--- src/rtl/crot_pi4_scheduler.sv ---
// crot_pi4_scheduler: round-robin shared pi/4 rotation pipeline with FWFT result FIFO (optional stats via CROT_SCHED_STATS_EN)
module crot_pi4_scheduler #(
  parameter int NUM_REQ    = 4,
  parameter int DATA_W     = 8,
  parameter int FRAC_W     = 4,
  parameter int FIFO_DEPTH = 8
) (
  input  logic                         clk,
  input  logic                         rst,
  input  logic [NUM_REQ-1:0]           req_valid,
  output logic [NUM_REQ-1:0]           req_ready,
  input  logic [NUM_REQ*DATA_W-1:0]    req_ar,
  input  logic [NUM_REQ*DATA_W-1:0]    req_ai,
  output logic                         res_valid,
  input  logic                         res_ready,
  output logic [DATA_W-1:0]            res_pr,
  output logic [DATA_W-1:0]            res_pi,
  output logic [$clog2(NUM_REQ)-1:0]   res_id,
  output logic                         busy
`ifdef CROT_SCHED_STATS_EN
  ,
  output logic [15:0]                  issue_cnt,
  output logic [15:0]                  stall_cnt
`endif
);
  localparam int ID_W = $clog2(NUM_REQ);
  localparam int AW   = $clog2(FIFO_DEPTH);
  localparam int CW   = AW + 1;
  localparam int SW   = DATA_W + 1;
  localparam int PW   = 2 * DATA_W;
  localparam int EW   = ID_W + 2 * DATA_W;

  logic [ID_W-1:0]              rr_ptr_q, rr_ptr_d, grant;
  logic                         any_req, can_issue, hs, push, pop;
  logic [CW:0]                  occ;
  logic [3:0]                   v_q, v_d;
  logic [3:0][ID_W-1:0]         id_q, id_d;
  logic signed [DATA_W-1:0]     s0_ar_q, s0_ar_d, s0_ai_q, s0_ai_d;
  logic signed [SW-1:0]         s1_dif_q, s1_dif_d, s1_sum_q, s1_sum_d;
  logic signed [PW-1:0]         s2_pd_q, s2_pd_d, s2_ps_q, s2_ps_d;
  logic signed [DATA_W-1:0]     s3_pr_q, s3_pr_d, s3_pi_q, s3_pi_d;
  logic [AW-1:0]                wr_ptr_q, wr_ptr_d, rd_ptr_q, rd_ptr_d;
  logic [CW-1:0]                cnt_q, cnt_d;
  logic [EW-1:0]                mem_q [FIFO_DEPTH];
  logic [EW-1:0]                head;

  // Round-robin pick starting at rr_ptr; issue gated by total occupancy so the FIFO can never overflow
  always_comb begin
    grant   = rr_ptr_q;
    any_req = 1'b0;
    for (int k = NUM_REQ - 1; k >= 0; k--) begin
      if (req_valid[(int'(rr_ptr_q) + k) % NUM_REQ]) begin
        grant   = ID_W'((int'(rr_ptr_q) + k) % NUM_REQ);
        any_req = 1'b1;
      end
    end
    occ       = (CW+1)'(cnt_q) + (CW+1)'(v_q[0]) + (CW+1)'(v_q[1]) + (CW+1)'(v_q[2]) + (CW+1)'(v_q[3]);
    can_issue = occ < (CW+1)'(FIFO_DEPTH);
    req_ready = (!rst && can_issue && any_req) ? (NUM_REQ'(1) << grant) : '0;
    hs        = |(req_valid & req_ready);
    rr_ptr_d  = hs ? ((grant == ID_W'(NUM_REQ - 1)) ? '0 : ID_W'(grant + 1'b1)) : rr_ptr_q;
  end

  // Datapath: issue register, add/sub, multiply by 11, scale and truncate
  always_comb begin
    v_d      = {v_q[2:0], hs};
    id_d     = {id_q[2:0], grant};
    s0_ar_d  = $signed(req_ar[grant*DATA_W +: DATA_W]);
    s0_ai_d  = $signed(req_ai[grant*DATA_W +: DATA_W]);
    s1_dif_d = SW'(s0_ar_q) - SW'(s0_ai_q);
    s1_sum_d = SW'(s0_ar_q) + SW'(s0_ai_q);
    s2_pd_d  = PW'(s1_dif_q) * PW'(11);
    s2_ps_d  = PW'(s1_sum_q) * PW'(11);
    s3_pr_d  = DATA_W'(s2_pd_q >>> FRAC_W);
    s3_pi_d  = DATA_W'(s2_ps_q >>> FRAC_W);
  end

  // FIFO bookkeeping and output view; outputs forced quiet while in reset
  always_comb begin
    push      = v_q[3];
    res_valid = !rst && (cnt_q != '0);
    pop       = res_valid && res_ready;
    wr_ptr_d  = push ? wr_ptr_q + 1'b1 : wr_ptr_q;
    rd_ptr_d  = pop ? rd_ptr_q + 1'b1 : rd_ptr_q;
    cnt_d     = cnt_q + CW'(push) - CW'(pop);
    head      = res_valid ? mem_q[rd_ptr_q] : '0;
    {res_id, res_pr, res_pi} = head;
    busy      = !rst && ((|v_q) || (cnt_q != '0));
  end

  // State registers; data stages need no reset because valid bits qualify them
  always_ff @(posedge clk) begin
    if (rst) begin
      rr_ptr_q <= '0;
      v_q      <= '0;
      wr_ptr_q <= '0;
      rd_ptr_q <= '0;
      cnt_q    <= '0;
    end else begin
      rr_ptr_q <= rr_ptr_d;
      v_q      <= v_d;
      wr_ptr_q <= wr_ptr_d;
      rd_ptr_q <= rd_ptr_d;
      cnt_q    <= cnt_d;
    end
    id_q     <= id_d;
    s0_ar_q  <= s0_ar_d;
    s0_ai_q  <= s0_ai_d;
    s1_dif_q <= s1_dif_d;
    s1_sum_q <= s1_sum_d;
    s2_pd_q  <= s2_pd_d;
    s2_ps_q  <= s2_ps_d;
    s3_pr_q  <= s3_pr_d;
    s3_pi_q  <= s3_pi_d;
  end

  // Result storage written from the last pipeline stage
  always_ff @(posedge clk) begin
    if (push) mem_q[wr_ptr_q] <= {id_q[3], s3_pr_q, s3_pi_q};
  end

`ifdef CROT_SCHED_STATS_EN
  logic [15:0] issue_cnt_q, issue_cnt_d, stall_cnt_q, stall_cnt_d;

  // Saturating accept and stall counters
  always_comb begin
    issue_cnt_d = (hs && issue_cnt_q != 16'hFFFF) ? issue_cnt_q + 16'd1 : issue_cnt_q;
    stall_cnt_d = ((|req_valid) && !hs && stall_cnt_q != 16'hFFFF) ? stall_cnt_q + 16'd1 : stall_cnt_q;
    issue_cnt   = issue_cnt_q;
    stall_cnt   = stall_cnt_q;
  end

  // Statistics registers
  always_ff @(posedge clk) begin
    if (rst) begin
      issue_cnt_q <= '0;
      stall_cnt_q <= '0;
    end else begin
      issue_cnt_q <= issue_cnt_d;
      stall_cnt_q <= stall_cnt_d;
    end
  end
`endif
endmodule

--- config.mk ---
export PLATFORM = sky130hd
export DESIGN_NAME = crot_pi4_scheduler
export DESIGN_NICKNAME = d
export VERILOG_FILES = /design/src/rtl/crot_pi4_scheduler.sv
export SDC_FILE = /design/constraint.sdc
export NUM_CORES = 1
export LEC_CHECK = 0
export ABC_CLOCK_PERIOD_IN_PS = 2900
export CORE_UTILIZATION = 30
export DETAILED_ROUTE_END_ITERATION = 10
export PLACE_DENSITY = 0.51
export SKIP_CTS_REPAIR_TIMING = 1
export SYNTH_ARGS = -nofsm -noshare
export SYNTH_HDL_FRONTEND = slang
export SYNTH_SLANG_ARGS = --single-unit
--- constraint.sdc ---
create_clock -name clk -period 2.9 [get_ports clk]
set_input_delay 0.58 -clock clk [delete_from_list [all_inputs] [get_ports clk]]
set_output_delay 0.58 -clock clk [all_outputs]
set_load 0.05 [all_outputs]
==> run metrics, run 1 <==
status=complete, but fails checks; violated checks=negative setup slack; routed via count=5,645; Slew Limit Fails=0; final worst slack=-214 ps; Post-synth top cells=edfxtp_1, dfxtp_1, inv_1; first-pass GRT wire length=around 31,000 um; P per Cell Area=1170 mW/mm2; predominant post-synthesis flop cell=edfxtp_1; maxcap violations=0; Post-synth EDFFs=144; Clock Sinks=236; DP HPWL=12,600 um; Placed Instances=1,241; Mapped Nets=849; Max FO, Critical Path=4; synth warn=0; Site Rows=67; IO Port Bufs=94; Inserted Clock Buffers=25; I/O pin count=95; GRT Overall Usage=0.112; largest net degree at the start of global routing=37; Area contributors post-synth=edfxtp_1, dfxtp_1, mux4_2; Seq/Total Area, Yosys=0.595; Worst EP arrival=2530 ps; reg2reg start=s1_sum_q[4]; slew margin rel.=0.696; CTS tree=done; Mapped Cells=697; final hold vios=0; area of the mapped netlist=just over 0.01 mm2; Setup Slack @ Placement=-18.0 ps; Avg WL per Cell=around 15 um; Slew @ Worst Pin=450 ps; core box area=0.0338 mm2; final non-filler cell total=approximately 1.3k; number of antenna-violating nets in the routed design=0; Finish-stage setup viols=4; clk_lat worst skew=~510 ps; DRC=0; Vias/cell=between 4 and 5; Req. time, crit path=2320 ps; root buffer cell=clkbuf_16; Synth Area per Inst=14.9 um2; Initial DRC Count=303; hold crit path type=reg2reg; synth unique cells=54; unrepaired setup endpoints after global routing=yes; H-tree depth=1; Routability Congestion=0.817; cells on worst reg2reg path=11; post-synth top area cell=edfxtp_1; critical path class=reg2out; worst setup path startpoint=v_q[1]; Worst R2R End=s2_ps_q[11]; Initial Util=0.307; VDD IR max=529 uV; minimum clock period=3110 ps; crit path launch type=flop; Area growth syn-to-layout=23.4%; layout cells sized above 1=0.171; leakage=between 0.004 and 0.005 uW; worst setup path endpoint=req_ready[3]; Async SR Flop Fraction=0; Total Wirelength=around 20,000 um; TritonRoute pass-1 iters=4; Die Ht=around 190 um; Longest Clk Path Bufs=3; Die ar.=0.0353 mm2; remaining global-route overflow=0; number of global-route vias before repair=5,865; initial antenna violation count=0; #FFs+latches synth=236; FMAX=321 MHz; crit end category=output port; clk_skew=about 7.5 ps; Synth top area share=0.418; n_diodes=0; top-count cell post-synth=edfxtp_1; Die Width=around 190 um; fin crit share=1.07; reg2reg setup slack=220 ps; Final #Nets=around 970; clk slew on worst S/H paths=60 ps
-- worst max-delay path, cell delays in order (launching register included) --
cell      delay [ps]
dfxtp_2          320
fa_1             510
ha_4             290
a21o_1           100
a21oi_1           60
o31a_1           260
nand2b_4         190
nor2_4           150
buf_12           140
-- logic make-up after synthesis --
| group | after synthesis | share of synthesized area |
|---|---|---|
| AO/OA/AOI/OAI | 64 | 0.0412 |
| XOR/XNOR | 39 | 0.0330 |
| adder cells (fa/ha/maj) | 81 | 0.108 |
| buffers and inverters | 91 | 0.0354 |
| flip-flops | 236 | 0.595 |
| multiplexers | 75 | 0.138 |
| AND/OR/NAND/NOR | 111 | 0.0486 |
-- power by group --
group          internal (uW)  total [uW]  switching [uW]
combinational           3290        6910            3620
sequential              4600        5200             600
clock                   1670        2900            1230
-- worst min-delay path by stage --
stage           startpoint    endpoint  slack, ps  cells past startpoint
2_1_floorplan      id_d[2]     id_d[4]        310                      0
3_3_place_gp    s2_pd_q[5]  s3_pr_q[1]        310                      0
3_5_place_dp   s2_pd_q[10]  s3_pr_q[6]        310                      0
4_1_cts         s2_ps_q[5]  s3_pi_q[1]        320                      0
5_1_grt         s2_pd_q[8]  s3_pr_q[4]        340                      0
6_report        s2_ps_q[5]  s3_pi_q[1]        330                      0
-- cells in the final DEF (no fill, tap or decap), types with 4 or more instances in the layout --
cell	instances
ha_1	66
nand3_1	5
a21oi_1	18
clkinv_2	5
buf_4	38
mux4_2	44
clkdlybuf4s50_1	70
nor2_1	55
nor3_1	4
clkbuf_1	9
a21o_1	5
dfxtp_1	90
xnor2_1	28
nor2b_1	8
clkbuf_16	27
nand2b_1	8
mux4_1	8
mux2i_1	21
xor2_1	11
fa_1	14
o21ai_0	12
nand2_1	15
inv_1	72
edfxtp_1	144
-- routing by layer --
metal  vias to the layer above  global-route usage  wire, um
met3                        21              0.0232      1070
met5                         -                   0         0
met1                      2692               0.145      9150
met2                       147               0.189      9250
met4                         0              0.0325       328
li1                       2785                   -         -
-- registers in the layout, summed over array words and instances, names as in the netlist, 3 cells and up, named ones only --
name      count
s3_pi_q       8
id_d          6
cnt_q         4
s1_dif_q      8
wr_ptr_q      3
s0_ai_q       8
v_q           4
s2_ps_q       8
rd_ptr_q      3
mem_q       144
s2_pd_q       8
s3_pr_q       8
s0_ar_q       8
s1_sum_q      9
-- cell type report --
cell class	instances	area [um2]
clock inverters	9	48.8
inverters	73	277
flip-flops and latches	236	6170
repair buffers	116	1150
fillers	3207	21000
multi-input cells	370	3880
clock buffers	37	701
well taps	448	561
-- per-stage QoR --
stage	hold WS, ps	area (um2)	utilization	setup TNS [ps]	total power, uW
finish	326	12800	0.378	-832	15000
floorplan	310	10400	-	-459	10500
CTS	324	12700	0.375	-1350	15200
global route	341	12800	0.378	-1300	16300
global placement	310	11900	0.353	0	12100
detailed placement	312	11900	0.353	-49.1	12200
Power figures use the tool's default switching activity.
==> run 2: changes to the inputs <==
--- a/config.mk
+++ b/config.mk
@@ -5,10 +5,11 @@
 export SDC_FILE = /design/constraint.sdc
 export NUM_CORES = 1
 export LEC_CHECK = 0
+export ABC_AREA = 1
 export ABC_CLOCK_PERIOD_IN_PS = 2900
-export CORE_UTILIZATION = 30
+export CORE_UTILIZATION = 38
 export DETAILED_ROUTE_END_ITERATION = 10
-export PLACE_DENSITY = 0.51
+export PLACE_DENSITY = 0.6
 export SKIP_CTS_REPAIR_TIMING = 1
 export SYNTH_ARGS = -nofsm -noshare
 export SYNTH_HDL_FRONTEND = slang
==> run 2 against run 1 <==
Compared with the run above:
- the flow still finishes with violations (negative setup slack)
- global-route usage rose by 4.4 points
- setup slack improved by 21 ps
- clock skew rose by 4.5 ps
- sequential cell count unchanged
- via count grew 33%
- clock power up 11%
- critical path type unchanged
- critical endpoint is now req_ready[0]
- largest cell class unchanged
- largest power group unchanged
- highest routed layer unchanged
==> run metrics, run 2 <==
final non-filler cell total=1,584 (+23%); VDD IR max=687 uV (+30%); final hold vios=0 (unchanged); Worst EP arrival=2510 ps (-20 ps); CTS tree=done; Worst R2R End=s2_ps_q[10]; Longest Clk Path Bufs=3 (unchanged); hold_sp=s2_pd_q[5]; clk_lat worst skew=520 ps (about the same); Initial Util=0.387 (+0.0803); max reg flops=144 (unchanged); Post-synth EDFFs=144 (unchanged); Layout Utilization=0.491 (+0.113); Area contributors post-synth=edfxtp_1, dfxtp_1, ha_1; clk_skew=12.0 ps (+4.46 ps); Clock Sinks=236 (unchanged); Req. time, crit path=2320 ps (about the same); layout cells sized above 1=0.128 (-0.0435); remaining global-route overflow=0 (unchanged); #FFs+latches synth=236 (unchanged); TritonRoute pass-1 iters=5 (+1); slew margin rel.=0.736 (+0.0407); H-tree depth=1 (unchanged); minimum clock period=3090 ps (-20.8 ps); Die Ht=170 um (-9.4%); Largest Register=mem_q; root buffer cell=clkbuf_16; Finish-stage setup viols=4 (unchanged); hold depth=0 (unchanged); Vias/cell=4.73 (+8.0%); synth unique cells=36 (-33%); Die ar.=0.0290 mm2 (-18%); Synth Area per Inst=10.1 um2 (-32%); final worst slack=-193 ps (+20.8 ps); Slew Limit Fails=0 (unchanged); critical path class=reg2out; leakage=0.00552 uW (+15%); GRT Overall Usage=0.156 (+0.0436); Hold EP=s3_pr_q[1]; Routability Congestion=0.825 (+1.0%); highest-count cells in the layout ignoring fill and taps=nor2_1, edfxtp_1, o21ai_0; unrepaired setup endpoints after global routing=yes; area of the mapped netlist=0.0107 mm2 (+3.8%); Mapped Nets=1,213 (+43%); n_diodes=0 (unchanged); DP HPWL=13,900 um (+11%); FMAX=323 MHz (+0.67%); predominant post-synthesis flop cell=edfxtp_1; reg2reg start=s1_sum_q[4]; Overall Power=16,900 uW (+13%); Slew @ Worst Pin=391 ps (-59.2 ps); crit end category=output port; P per Cell Area=1240 mW/mm2 (+5.7%); number of antenna-violating nets in the routed design=0 (unchanged); Site Rows=61 (-9.0%); Inserted Clock Buffers=25 (unchanged); Mapped Cells=1,061 (+52%); Max FO, Critical Path=4 (unchanged); I/O pin count=95 (unchanged); Top Registers=mem_q: 144 flops, s1_sum_q: 9 flops; hold crit path type=reg2reg; first-pass GRT wire length=35,900 um (+15%); largest net degree at the start of global routing=73 (+97%); crit path launch type=flop; reg2reg setup slack=280 ps (+60 ps); number of global-route vias before repair=7,295 (+24%); Die Width=170 um (-9.4%); clk slew on worst S/H paths=60 ps (about the same); fin crit share=1.07 (-0.00717); Setup Slack @ Placement=-164 ps (-146 ps); post-synth top area cell=edfxtp_1; Final #Nets=1,339 (+37%); most common cell after layout, fill and taps aside=nor2_1; DRC=0 (unchanged); status=complete, but fails checks; Area growth syn-to-layout=26.9%; routed via count=7,490 (+33%); Initial DRC Count=400 (+32%); Synth top area share=0.402 (-0.0152); top-count cell post-synth=nor2_1; Post-synth top cells=nor2_1, edfxtp_1, o21ai_0; IO Port Bufs=94 (unchanged); cells on worst reg2reg path=11 (unchanged); Avg WL per Cell=13.9 um (-9.7%); synth warn=0 (unchanged); violated checks=negative setup slack; maxcap violations=0 (unchanged); Async SR Flop Fraction=0 (unchanged); core box area=0.0278 mm2 (-18%); initial antenna violation count=0 (unchanged); Placed Instances=1,533 (+24%); Total Wirelength=22,000 um (+11%); Seq/Total Area, Yosys=0.574 (-0.0217)
[run 2: cell types whose count changed in the layout (fill, tap and decap cells not counted), sizes merged, moves of 13 or more]
cell   delta
o21ai   +126
xnor2    -17
a31oi    +17
nand3    +13
xor2     +17
nand2    +94
inv      +27
mux2i    -22
o22ai    +16
buf      +20
nor2    +152
mux4     -52
[run 2: through the flow]
step	instance area, um2	hold WS (ps)	setup TNS [ps]
6_report	13600	326	-647
2_1_floorplan	10800	310	0
5_1_grt	13600	329	-1230
3_3_place_gp	12600	312	-220
4_1_cts	13400	327	-2090
3_5_place_dp	12600	313	-333
[run 2: critical path: stages, from the launching register on]
cell     delay (ps)
dfxtp_2         320
fa_1            540
ha_1            230
nand2_1          60
nand2_1          60
nand2_1          70
nand2_2          80
a21oi_4         200
nand3_2         120
nor2_4          180
buf_12          150
[run 2: area by class of cell]
class / count / area, um2
repair buffers: 137 / 1610
clock buffers: 33 / 666
clock inverters: 13 / 170
flip-flops and latches: 236 / 6180
multi-input cells: 684 / 4150
well taps: 378 / 473
fillers: 2500 / 14100
inverters: 103 / 400
[run 2: worst max-delay path by stage]
stage                               to          from  cells after the start  slack (ps)
final                     req_ready[0]        v_q[0]                     10        -190
after detailed placement  req_ready[0]  req_valid[0]                     15        -160
after floorplan           req_ready[0]        v_q[3]                      9          40
after CTS                 req_ready[0]        v_q[0]                     10        -390
after global placement    req_ready[0]  req_valid[0]                     15        -130
after global routing      req_ready[2]        v_q[0]                     12        -340
[run 2: cells by family after synthesis]
group,share of synthesized area
AO/OA/AOI/OAI,0.106
XOR/XNOR,0.0318
adder cells (fa/ha/maj),0.104
buffers and inverters,0.0543
flip-flops,0.574
AND/OR/NAND/NOR,0.130
[run 2: per-layer routing]
layer | vias up | track usage | part of all wire
met5 | - | 0 | 0
met4 | 0 | 0.0372 | 0.014
met3 | 30 | 0.0288 | 0.049
met2 | 169 | 0.279 | 0.49
met1 | 3461 | 0.192 | 0.44
li1 | 3830 | - | -
[run 2: power by group]
part | total [uW] | switching, uW | internal, uW
combinational | 8490 | 4830 | 3660
sequential | 5230 | 589 | 4640
clock | 3210 | 1240 | 1970
==> run 3: changes to the inputs <==
--- a/config.mk
+++ b/config.mk
@@ -7,8 +7,10 @@
 export LEC_CHECK = 0
 export ABC_AREA = 1
 export ABC_CLOCK_PERIOD_IN_PS = 2900
+export CAP_MARGIN = 20
 export CORE_UTILIZATION = 38
 export DETAILED_ROUTE_END_ITERATION = 10
+export GPL_TIMING_DRIVEN = 0
 export PLACE_DENSITY = 0.6
 export SKIP_CTS_REPAIR_TIMING = 1
 export SYNTH_ARGS = -nofsm -noshare
==> run 3 against run 2 <==
Compared with the run above:
- the flow still finishes with violations (negative setup slack)
- maximum frequency is essentially flat
- first-iteration DRC count grew 4.0%
- die area is the same
- sequential share of layout area grew 0.71 points
- via count grew 2.1%
- register-to-register slack lost 20 ps
- largest cell class unchanged
- largest power group unchanged
- highest routed layer unchanged
- final cell count grew 1.1%
- hold slack lost 4.1 ps
- setup slack lost 2.1 ps
- utilization shrank 0.74 points
- clock skew grew 8.3 ps
==> run metrics, run 3 (synthesis gave the netlist of run 2 again) <==
max reg flops=144 (unchanged); Total Wirelength=23,100 um (+4.9%); first-pass GRT wire length=36,500 um (+1.7%); VDD IR max=605 uV (-12%); routed via count=7,644 (+2.1%); CTS tree=done; IO Port Bufs=94 (unchanged); Avg WL per Cell=14.4 um (+3.7%); Final #Nets=1,356 (+1.3%); number of global-route vias before repair=7,319 (+0.33%); largest net degree at the start of global routing=17 (-77%); CP max-delay cell=fa_1; Max FO, Critical Path=4 (unchanged); layout cells sized above 1=0.142 (+0.0145); Placed Instances=1,541 (+0.52%); Initial Util=0.387 (unchanged); Clock Sinks=236 (unchanged); cell breakdown of the critical path=fa_1 > ha_1 > nand2_1 > nand2_2 > nand2_1 > nand2_2 > a21oi_4 > nand3_1 > nor2_4 > buf_8; I/O pin count=95 (unchanged); Die Ht=170 um (unchanged); Worst path top cell family by delay=adder cells; FMAX=323 MHz (about the same); leakage=0.00553 uW (+0.27%); Die Width=170 um (unchanged); remaining global-route overflow=0 (unchanged); Finish-stage setup viols=4 (unchanged); Top Registers=mem_q: 144 flops, s1_sum_q: 9 flops; core box area=0.0278 mm2 (unchanged); violated checks=negative setup slack; slew margin rel.=0.460 (-0.277); Largest Register=mem_q; n_diodes=0 (unchanged); crit path launch type=flop; GRT Overall Usage=0.160 (+0.00398); fin crit share=1.07 (about the same); highest-count cells in the layout ignoring fill and taps=nor2_1, edfxtp_1, o21ai_0; final hold vios=0 (unchanged); Routability Congestion=0.851 (+3.1%); unrepaired setup endpoints after global routing=yes; Slew @ Worst Pin=810 ps (+419 ps); Inserted Clock Buffers=26 (+4.0%); DRC=0 (unchanged); critical path buffer and inverter count=1 (unchanged); final non-filler cell total=1,602 (+1.1%); P per Cell Area=1240 mW/mm2 (-0.45%); Largest stage delay, worst path=530 ps (about the same); number of antenna-violating nets in the routed design=0 (unchanged); Worst EP arrival=2520 ps (about the same); Die ar.=0.0290 mm2 (unchanged); maxcap violations=0 (unchanged); Vias/cell=4.77 (+0.91%); clk slew on worst S/H paths=60 ps (about the same); root buffer cell=clkbuf_16; Initial DRC Count=416 (+4.0%); clk_lat worst skew=520 ps (about the same); Overall Power=16,600 uW (-1.9%); Setup TNS Final=-632 ps (+15.2 ps); H-tree depth=1 (unchanged); most common cell after layout, fill and taps aside=nor2_1; critical path class=reg2out; hold crit path type=reg2reg; TritonRoute pass-1 iters=5 (unchanged); status=complete, but fails checks; Longest Clk Path Bufs=3 (unchanged); clk_skew=20.3 ps (+8.33 ps); crit end category=output port; initial antenna violation count=0 (unchanged); Site Rows=61 (unchanged); DP HPWL=16,500 um (+18%); Req. time, crit path=2320 ps (about the same); final worst slack=-195 ps (-2.12 ps); Area growth syn-to-layout=25.0%; Slew Limit Fails=0 (unchanged); minimum clock period=3100 ps (+2.12 ps)
run 3: changes by cell type in the layout (fill, tap and decap cells not counted), sizes merged:
cell,delta
clkinvlp,-4
bufinv,-4
clkinv,+4
bufbuf,-2
inv,+3
dlymetal6s2s,+6
buf,-12
clkbuf,+32
clkdlybuf4s50,-5
run 3: cell type report:
type | count | area [um2]
flip-flops and latches | 236 | 6180
plain buffers | 34 | 219
repair buffers | 119 | 1180
well taps | 378 | 473
clock buffers | 36 | 711
inverters | 103 | 409
fillers | 2567 | 14300
clock inverters | 12 | 75.1
multi-input cells | 684 | 4190
run 3: path summary, 6_finish.rpt:
check,from,endpoint,slack (ps),cells past startpoint
max,v_q[0],req_ready[0],-200,10
min,s2_ps_q[6],s3_pi_q[2],320,0
max reg2reg,s1_sum_q[4],s2_ps_q[10],260,11
min reg2reg,s2_ps_q[6],s3_pi_q[2],320,0
run 3: report_power, final:
part,internal [uW],switching [uW],total (uW)
clock,1720,1240,2960
combinational,3500,4870,8370
sequential,4640,627,5270
run 3: per-stage QoR:
| stage | util | cell area (um2) | worst slack, ps | hold WS [ps] |
|---|---|---|---|---|
| CTS | 0.473 | 13200 | -1170 | 325 |
| floorplan | - | 10800 | 40.0 | 310 |
| finish | 0.484 | 13400 | -195 | 322 |
| detailed placement | 0.445 | 12400 | -1110 | 312 |
| global route | 0.484 | 13400 | -316 | 329 |
| global placement | 0.440 | 12200 | -1110 | 310 |
run 3: routing by layer:
| metal | up-vias | track usage | share of wire |
|---|---|---|---|
| li1 | 3874 | - | - |
| met1 | 3518 | 0.203 | 0.45 |
| met2 | 224 | 0.282 | 0.48 |
| met3 | 28 | 0.0263 | 0.060 |
| met4 | 0 | 0.0388 | 0.014 |
| met5 | - | 0 | 0 |
run 3: worst register-to-register path, cell delays in order, from the launching register on:
cell and delay (ps):
dfxtp_1 350, ha_1 280, inv_1 50, fa_1 490, inv_1 40, ha_1 320, nand2_1 80, o21ai_0 270
a21oi_1 110, o21ai_0 280, a21oi_1 130, xnor2_1 140
